File: src/rtl/expr_result_unpacker.sv
// Unpacks the 90-bit vloghammer result bus into 18 extended beats
// plus a trailing XOR checksum beat.
module expr_result_unpacker #(
  parameter int OUT_W = 8,
  parameter int CNT_W = 16
) (
  input  logic             clk,
  input  logic             rst_n,
  input  logic             in_valid,
  output logic             in_ready,
  input  logic [89:0]      in_data,
  output logic             out_valid,
  input  logic             out_ready,
  output logic [OUT_W-1:0] out_data,
  output logic [4:0]       out_idx,
  output logic             out_signed,
  output logic             out_last,
  output logic             busy,
  output logic [CNT_W-1:0] frames_done
);

  typedef enum logic [1:0] {
    S_IDLE,
    S_SEND,
    S_CSUM
  } state_t;

  state_t           r_state, w_state;
  logic [89:0]      r_frame, w_frame;
  logic [OUT_W-1:0] r_csum, w_csum;
  logic [OUT_W-1:0] r_data, w_data;
  logic [4:0]       r_idx, w_idx;
  logic             r_valid, w_valid;
  logic             r_sgn, w_sgn;
  logic             r_last, w_last;
  logic             r_in_rdy, w_in_rdy;
  logic             r_busy, w_busy;
  logic [CNT_W-1:0] r_done, w_done;
  logic             w_hs;
  logic [OUT_W:0]   w_fld;

  // Returns {signed, extended value} for field idx of frame f.
  function automatic logic [OUT_W:0] f_field(
    input logic [89:0] f,
    input logic [4:0]  idx
  );
    logic [89:0]      sh;
    logic [5:0]       raw;
    logic [OUT_W-1:0] m;
    logic [OUT_W-1:0] v;
    logic             sg;
    int               g, k, off, w, lsb;
    g = int'(idx) / 6;
    k = int'(idx) % 6;
    unique case (k)
      0:       begin off = 0;  w = 4; end
      1:       begin off = 4;  w = 5; end
      2:       begin off = 9;  w = 6; end
      3:       begin off = 15; w = 4; end
      4:       begin off = 19; w = 5; end
      default: begin off = 24; w = 6; end
    endcase
    sg  = (k >= 3);
    lsb = 89 - 30 * g - off - w + 1;
    sh  = f >> lsb;
    raw = sh[5:0];
    m   = ~({OUT_W{1'b1}} << w);
    v   = OUT_W'(raw) & m;
    if (sg && raw[w-1])
      v = v | ~m;
    return {sg, v};
  endfunction

  assign w_hs = r_valid && out_ready;

  always_comb begin
    w_state = r_state;
    w_frame = r_frame;
    w_csum  = r_csum;
    w_data  = r_data;
    w_idx   = r_idx;
    w_valid = r_valid;
    w_sgn   = r_sgn;
    w_last  = r_last;
    w_done  = r_done;
    w_fld   = '0;
    unique case (r_state)
      S_IDLE: begin
        if (in_valid) begin
          w_fld   = f_field(in_data, 5'd0);
          w_frame = in_data;
          w_csum  = '0;
          w_idx   = 5'd0;
          w_state = S_SEND;
          w_valid = 1'b1;
          w_sgn   = w_fld[OUT_W];
          w_data  = w_fld[OUT_W-1:0];
          w_last  = 1'b0;
        end
      end
      S_SEND: begin
        if (w_hs) begin
          w_csum = r_csum ^ r_data;
          if (r_idx == 5'd17) begin
            w_state = S_CSUM;
            w_idx   = 5'd18;
            w_data  = r_csum ^ r_data;
            w_sgn   = 1'b0;
            w_last  = 1'b1;
          end else begin
            w_idx  = r_idx + 5'd1;
            w_fld  = f_field(r_frame, w_idx);
            w_sgn  = w_fld[OUT_W];
            w_data = w_fld[OUT_W-1:0];
          end
        end
      end
      S_CSUM: begin
        if (w_hs) begin
          w_state = S_IDLE;
          w_valid = 1'b0;
          w_data  = '0;
          w_idx   = 5'd0;
          w_last  = 1'b0;
          w_done  = r_done + CNT_W'(1);
        end
      end
      default: begin
        w_state = S_IDLE;
        w_valid = 1'b0;
      end
    endcase
    w_in_rdy = (w_state == S_IDLE);
    w_busy   = (w_state != S_IDLE);
  end

  always_ff @(posedge clk or negedge rst_n) begin
    if (!rst_n) begin
      r_state  <= S_IDLE;
      r_frame  <= '0;
      r_csum   <= '0;
      r_data   <= '0;
      r_idx    <= '0;
      r_valid  <= 1'b0;
      r_sgn    <= 1'b0;
      r_last   <= 1'b0;
      r_in_rdy <= 1'b1;
      r_busy   <= 1'b0;
      r_done   <= '0;
    end else begin
      r_state  <= w_state;
      r_frame  <= w_frame;
      r_csum   <= w_csum;
      r_data   <= w_data;
      r_idx    <= w_idx;
      r_valid  <= w_valid;
      r_sgn    <= w_sgn;
      r_last   <= w_last;
      r_in_rdy <= w_in_rdy;
      r_busy   <= w_busy;
      r_done   <= w_done;
    end
  end

  assign in_ready    = r_in_rdy;
  assign out_valid   = r_valid;
  assign out_data    = r_data;
  assign out_idx     = r_idx;
  assign out_signed  = r_sgn;
  assign out_last    = r_last;
  assign busy        = r_busy;
  assign frames_done = r_done;

endmodule

File: config.mk
export PLATFORM = sky130hd
export DESIGN_NAME = expr_result_unpacker
export DESIGN_NICKNAME = d
export VERILOG_FILES = /design/src/rtl/expr_result_unpacker.sv
export SDC_FILE = /design/constraint.sdc
export NUM_CORES = 1
export LEC_CHECK = 0
export ABC_AREA = 1
export CAP_MARGIN = 30
export CORE_MARGIN = 5
export CORE_UTILIZATION = 45
export DETAILED_ROUTE_END_ITERATION = 10
export PLACE_DENSITY = 0.67
export SYNTH_ARGS = -nofsm -noshare
export SYNTH_HDL_FRONTEND = slang
export SYNTH_SLANG_ARGS = --single-unit
File: constraint.sdc
create_clock -name clk -period 20.8 [get_ports clk]
set_clock_uncertainty 0.15 [all_clocks]
set_input_delay 3.12 -clock clk [delete_from_list [all_inputs] [get_ports clk]]
set_output_delay 3.12 -clock clk [all_outputs]
set_load 0.01 [all_outputs]
==> summary.md, run 1 <==
The synthesized design contains 134 register bits. The count of buffers added by post-CTS timing repair for setup was 0; the fraction of the cycle the final worst path needs was 45.1%. The maximum level of the CTS H-tree is 4, and the mean routed wirelength per cell is 16.5 um. Share of async-settable or async-resettable flops after synthesis: 100%. The upper clock frequency limit came out at 0.106 GHz. In this run the cell area measured after placement is 11,700 sq um. Setup repair after global routing left no endpoint under its margin.

Entering global routing, the biggest net connects 111 pins. The clock reaches the later pin of the worst-skew pair after 0.43 ns. Data on the critical path is required at its endpoint by 21.01 ns. The category of the most critical setup path was reg -> reg.

The flow ran to the end, and the final reports show no timing, DRC or antenna violations. The transition time at the pin with the least slew margin works out to 1.01 ns. TritonCTS created 17 clock buffers. The first TritonRoute pass finished after 5 iterations. Setup slack on the critical path of the routed design comes to 11.41 ns.

Slowest cell on the critical path: sky130_fd_sc_hd__buf_4. The run gives 28.9 mm as the wire length reported by the detailed router. In this run the worst path has a maximum fanout of 110. The most frequent standard cell in the layout excluding fill and tap cells was sky130_fd_sc_hd__nand2_1. The logs give 9,565 for the via count of the first global-routing pass and 45.6% for the starting utilization of the core area. Dividing the detail-routed via count by the number of cells gives 5.68. Of the synthesized area, sequential elements account for 32.5%. After floorplanning, the core was sized to cover 22,600 sq um. The number of nets in the synthesized netlist is 1,523. For this run, the number of Yosys warnings is 0. The run gives 2,191 as the filler cell count in the final layout.

Counting along the longest clock path gives a buffer depth of 2. The fraction of layout instances using a drive strength above 1 is 12.2%. Detailed placement ended at an HPWL of 20.5 mm. Input and output buffers added on the ports amount to 127. The detail route stage leaves a number of antenna-violating nets equal to 0. TritonCTS built the clock tree. For this design the top-level I/O count stands at 128.

The largest stage delay on the critical path was 0.90 ns. The count of max-cap constraint violations is 0, and the area growth from synthesis to layout is 19.4%. Once layout is done, the placed cells without fillers occupy 12,300 sq um. The top cell types in the final layout, fill and taps aside, are sky130_fd_sc_hd__nand2_1, sky130_fd_sc_hd__nand3_1, sky130_fd_sc_hd__dfrtp_1.

The most repeated library cell on the critical path is sky130_fd_sc_hd__nand2_1. Before CTS, the worst setup slack after placement is 11.50 ns. The logs give 1,387 for the cell count after synthesis and 1,722 for the post-placement cell count. The number of flops mapped to enable cells by yosys was 0; the global-route total usage across every layer was 22.4%.

The detailed router finished its first iteration with 925 violations. The data arrival at the endpoint of the critical path was 9.60 ns; the sum of overflow across all layers after global routing was 0. In this run the horizontal extent of the chip is 161 um. The number of max-slew violations in the final report is 0, and the vertical extent of the die is 161 um. Detailed routing inserted a total of 9,960 vias. After clock tree synthesis, the clock-pin slew on the worst setup and hold paths is 0.06 ns. Headroom to the max-slew limit: 32.6%. The worst setup path is launched from a register.

A synthesized cell averages 7.44 sq um. The number of hold buffers added after CTS was 0. The netlist uses 48 different library cells.

The logs give 0 for the remaining design rule violation count and 1,754 for the final instance count without filler cells. Counting every sink on the clock net gives 134. In the synthesized netlist the dominant register cell turns out to be sky130_fd_sc_hd__dfrtp_1.

The worst setup path is captured at a register. The first global-routing pass estimated 48.4 mm of wire. Summed over all failing endpoints, the final setup total negative slack is 0 ns. The floorplan has 55 rows. The tools report the initial antenna violation count as 0. The CTS root buffer was sky130_fd_sc_hd__clkbuf_16. Setup violations remaining at the end of the flow were counted as 0. The number of cells upsized or downsized after cts was 0; the count of antenna diodes in the layout was 0. Counting I/O delays and the setup requirement, the final critical path takes 9.39 ns. Number of nets in the layout: 1,593. The tools report the number of failing hold endpoints at the final stage as 0. Weighted congestion reported at the end of routability-driven placement: 0.903. The run gives 26,100 sq um as the total die area. For the area of the mapped netlist, the log shows 10,300 sq um. Path class of the lowest-slack min-delay path: reg -> reg.
-- cell type report --
class | instances | area [sq um] | area share (%)
tap | 285 | 357 | 2.89
inverter | 92 | 345 | 2.80
clock buffer | 18 | 439 | 3.57
multi-input combinational | 1071 | 6270 | 50.9
sequential | 134 | 3350 | 27.2
clock inverter | 13 | 146 | 1.19
timing repair buffer | 141 | 1400 | 11.4
-- flip-flops by register name, summed over array words and instances (netlist names) --
register / cells
out_idx: 5
out_last: 1
out_data: 8
out_valid: 1
frames_done: 16
r_frame: 90
r_csum: 8
busy: 1
r_state: 2
in_ready: 1
out_signed: 1
-- critical path, delay by kind of cell (launching register included) --
family | cells | cell delay (ns)
fa+ha+maj | 9 | 2.96
flops | 1 | 0.45
simple gates | 28 | 3.57
buf+inv | 3 | 1.02
compound gates | 5 | 0.84
xor+xnor | 1 | 0.23
-- logic make-up after synthesis --
group / share of synthesized area, %
AO/OA/AOI/OAI: 12.5
XOR/XNOR: 2.76
adder cells (fa/ha/maj): 5.38
buffers and inverters: 6.91
flip-flops: 32.5
multiplexers: 9.70
AND/OR/NAND/NOR: 30.2
-- layer usage --
metal	global-route usage, %	part of all wire [%]	wire (um)
met1	29.8	44	12800
met2	36.7	48	13800
met3	4.47	5.2	1510
met4	7.48	2.8	811
met5	0	0	0
-- cells in the mapped netlist (9+ instances only) --
cell type / n / area, sq um
sky130_fd_sc_hd__nand4_1: 12 / 75.1
sky130_fd_sc_hd__inv_1: 84 / 315
sky130_fd_sc_hd__clkbuf_1: 58 / 218
sky130_fd_sc_hd__dfrtp_1: 133 / 3330
sky130_fd_sc_hd__xnor2_1: 18 / 158
sky130_fd_sc_hd__nand3_1: 282 / 1410
sky130_fd_sc_hd__nor2_1: 71 / 267
sky130_fd_sc_hd__xor2_1: 9 / 78.8
sky130_fd_sc_hd__o21ai_1: 20 / 100
sky130_fd_sc_hd__buf_1: 15 / 56.3
sky130_fd_sc_hd__nand2_1: 289 / 1080
sky130_fd_sc_hd__o211ai_1: 39 / 293
sky130_fd_sc_hd__a21oi_1: 59 / 295
sky130_fd_sc_hd__o21ai_0: 70 / 350
sky130_fd_sc_hd__buf_2: 15 / 75.1
sky130_fd_sc_hd__mux2_2: 88 / 991
sky130_fd_sc_hd__ha_1: 38 / 475
-- through the flow --
step,hold WS [ns],utilization (%)
finish,0.329,54.4
global route,0.349,54.4
CTS,0.334,54.3
detailed placement,0.325,51.7
global placement,0.311,51.6
floorplan,0.319,-
-- final timing paths --
| path | slack (ns) | cells past startpoint | to | start |
|---|---|---|---|---|
| min | 0.33 | 1 | frames_done[15] | frames_done[15] |
| max | 11.41 | 46 | out_data[7] | out_idx[0] |
| min reg2reg | 0.33 | 1 | frames_done[15] | frames_done[15] |
| max reg2reg | 11.41 | 46 | out_data[7] | out_idx[0] |
| min in group asynchronous | 2.50 | 1 | r_frame[54] | rst_n |
| max in group asynchronous | 17.03 | 3 | in_ready | rst_n |
Power of run 1 is left out: the tool's default activity adds up to more than one toggle a clock period on the data nets, which glitch-free logic cannot reach.
==> inputs of run 2 (changes only) <==
==> constraint.sdc (replaced) <==
create_clock -name clk -period 9.4 [get_ports clk]
set_clock_uncertainty 0.15 [all_clocks]
set_input_delay 1.41 -clock clk [delete_from_list [all_inputs] [get_ports clk]]
set_output_delay 1.41 -clock clk [all_outputs]
set_load 0.01 [all_outputs]
==> run 2 against run 1 <==
Via count is 0.51% higher; core utilization is 0.17 points higher; clock-buffer cell count stayed put; hold slack worse by 0.00096 ns; global-route usage is 0.31 points lower; first-iteration DRC count is 3.7% higher; maximum frequency is 12% higher; critical path depth stayed put.
==> summary.md, run 2 (synthesis results as in run 1) <==
The run finished with clean final reports. For the total number of placement rows, the log shows 55. The library cell used most frequently in the layout, excluding fill and tap cells, is sky130_fd_sc_hd__nand2_1. The critical-path maximum fanout is 163, and the count of buffers added by post-CTS timing repair for setup is 0. Minimum period implied by the final worst setup slack: 8.35 ns. Endpoint type of the worst setup path: a register. The count of max-cap constraint violations came out at 0. The tools report the total die area as 26,100 sq um. In the final routed layout, each cell accounts on average for 16.2 um. In the global route stage, overall resource usage came out at 22.1%. The tools report the sum of overflow across all layers after global routing as 0. The routed layout has 10,011 vias.

For the count of antenna diodes in the layout, the log shows 0. Measured along the x axis, the die boundary spans 161 um. Clock-pin slew was measured on the worst setup and hold paths at 0.06 ns. Before antenna repair, the detailed router went through 5 iterations.

The weighted congestion reported at the end of routability-driven placement was 0.886. Category of the most critical setup path: reg -> reg. The transition time at the pin with the least slew margin was 0.997 ns. Wires add up to 28.5 mm. Initial antenna violation count: 0. The floorplan step set the die height to 161 um.

The logs give 9,407 for the via count of the first global-routing pass and 0 for the remaining design rule violation count. The library cells used most frequently in the layout, excluding fill and tap cells, are sky130_fd_sc_hd__nand2_1, sky130_fd_sc_hd__nand3_1, sky130_fd_sc_hd__dfrtp_1. For the clock insertion delay at the later pin of the skew report, the log shows 0.44 ns.

Relative to the synthesized area, the layout overhead comes to 19.7%. Number of input and output port buffers inserted: 127. In this run the number of cells on the critical path is 46. The number of gates resized after CTS was 0.

For the number of max-slew violations in the final report, the log shows 0. The wire length of the first global-routing pass came out at 47.7 mm. The cell depth of the worst flop-to-flop path was 46.

For this design, the slowest cell found on the critical path is sky130_fd_sc_hd__dfrtp_1. In this run the deepest clock path goes through 2 buffers. Setup repair after global routing left no endpoint under its margin. Hold repair after CTS inserted 0 buffers. STA puts the critical path data arrival time at 8.57 ns. Family with the most delay on the worst path: adder cells. Counting every sink on the clock net gives 134.

The tools report the number of nets in the layout as 1,592. The fraction of layout instances using a drive strength above 1 was 12.2%. The most repeated library cell on the critical path is sky130_fd_sc_hd__nand2_1. Headroom to the max-slew limit: 33.4%. In this design, the stage delay of the slowest critical-path cell is 0.46 ns.

The run gives 0 as the number of nets with antenna violations after detailed routing. For this block, the initial DRC count from the detailed router was 959. The run gives 22,600 sq um as the total core area. STA classifies the critical path startpoint as a register.

Summed over all nets, the half-perimeter wirelength after detailed placement is 20.1 mm. The setup check on the worst reg-to-reg path leaves a slack of 1.05 ns. The CTS root buffer was sky130_fd_sc_hd__clkbuf_16. Setup violations remaining at the end of the flow were counted as 0. The path class of the lowest-slack min-delay path is reg -> reg. Once the floorplan was initialized, standard cells occupied 45.6% of the core.

TritonCTS built the clock tree. The H-tree generated during clock tree synthesis spans 4 levels. Number of flip-flops under the largest register name: 90. The routed via count divided by cell count was 5.71. STA puts the critical path data required time at 9.62 ns. The upper clock frequency limit came out at 0.120 GHz. The cell count of the worst hold path is 1, and the count of buffering cells on the critical path with inverters included is 3. The most flop-heavy register was r_frame. In this run the count of I/O pins placed on the die edge is 128. The setup TNS is 0 ns. The run gives 17 as the total CTS buffers. The fraction of the cycle the final worst path needs was 88.9%.

The number of failing hold endpoints at the final stage is 0, and the largest net degree at the start of global routing is 164.
-- run 2: layout make-up --
cell class / instances / area [sq um]
clock buffers: 18 / 439
clock inverters: 14 / 184
fillers: 2166 / 10300
inverters: 92 / 345
multi-input cells: 1071 / 6270
flip-flops and latches: 134 / 3350
well taps: 285 / 357
repair buffers: 140 / 1400
-- run 2: final timing paths --
check | start | end
worst min register to register | frames_done[15] | frames_done[15]
worst min-delay path | frames_done[15] | frames_done[15]
min in group asynchronous | rst_n | r_frame[54]
worst max register to register | out_idx[0] | out_data[7]
worst max-delay path | out_idx[0] | out_data[7]
max in group asynchronous | rst_n | out_data[1]
-- run 2: layer usage --
layer / GRT usage (%) / wire length [um] / vias to the layer above
li1: - / - / 4882
met1: 29.9 / 12400 / 4725
met2: 35.9 / 13600 / 345
met3: 3.78 / 1690 / 59
met5: 0 / 0 / -
met4: 7.60 / 728 / 0
-- run 2: through the flow --
step / worst slack (ns) / hold slack (ns) / instance area, sq um / instances / utilization, %
4_1_cts: 1.11 / 0.333 / 12400 / 1754 / 54.6
2_1_floorplan: 2.20 / 0.319 / 10300 / 1387 / -
6_report: 1.05 / 0.328 / 12400 / 1754 / 54.6
5_1_grt: 0.429 / 0.347 / 12400 / 1754 / 54.6
3_5_place_dp: 1.14 / 0.324 / 11700 / 1722 / 51.8
3_3_place_gp: 1.43 / 0.313 / 11700 / 1721 / 51.7
Power of run 2 is left out for the same reason.
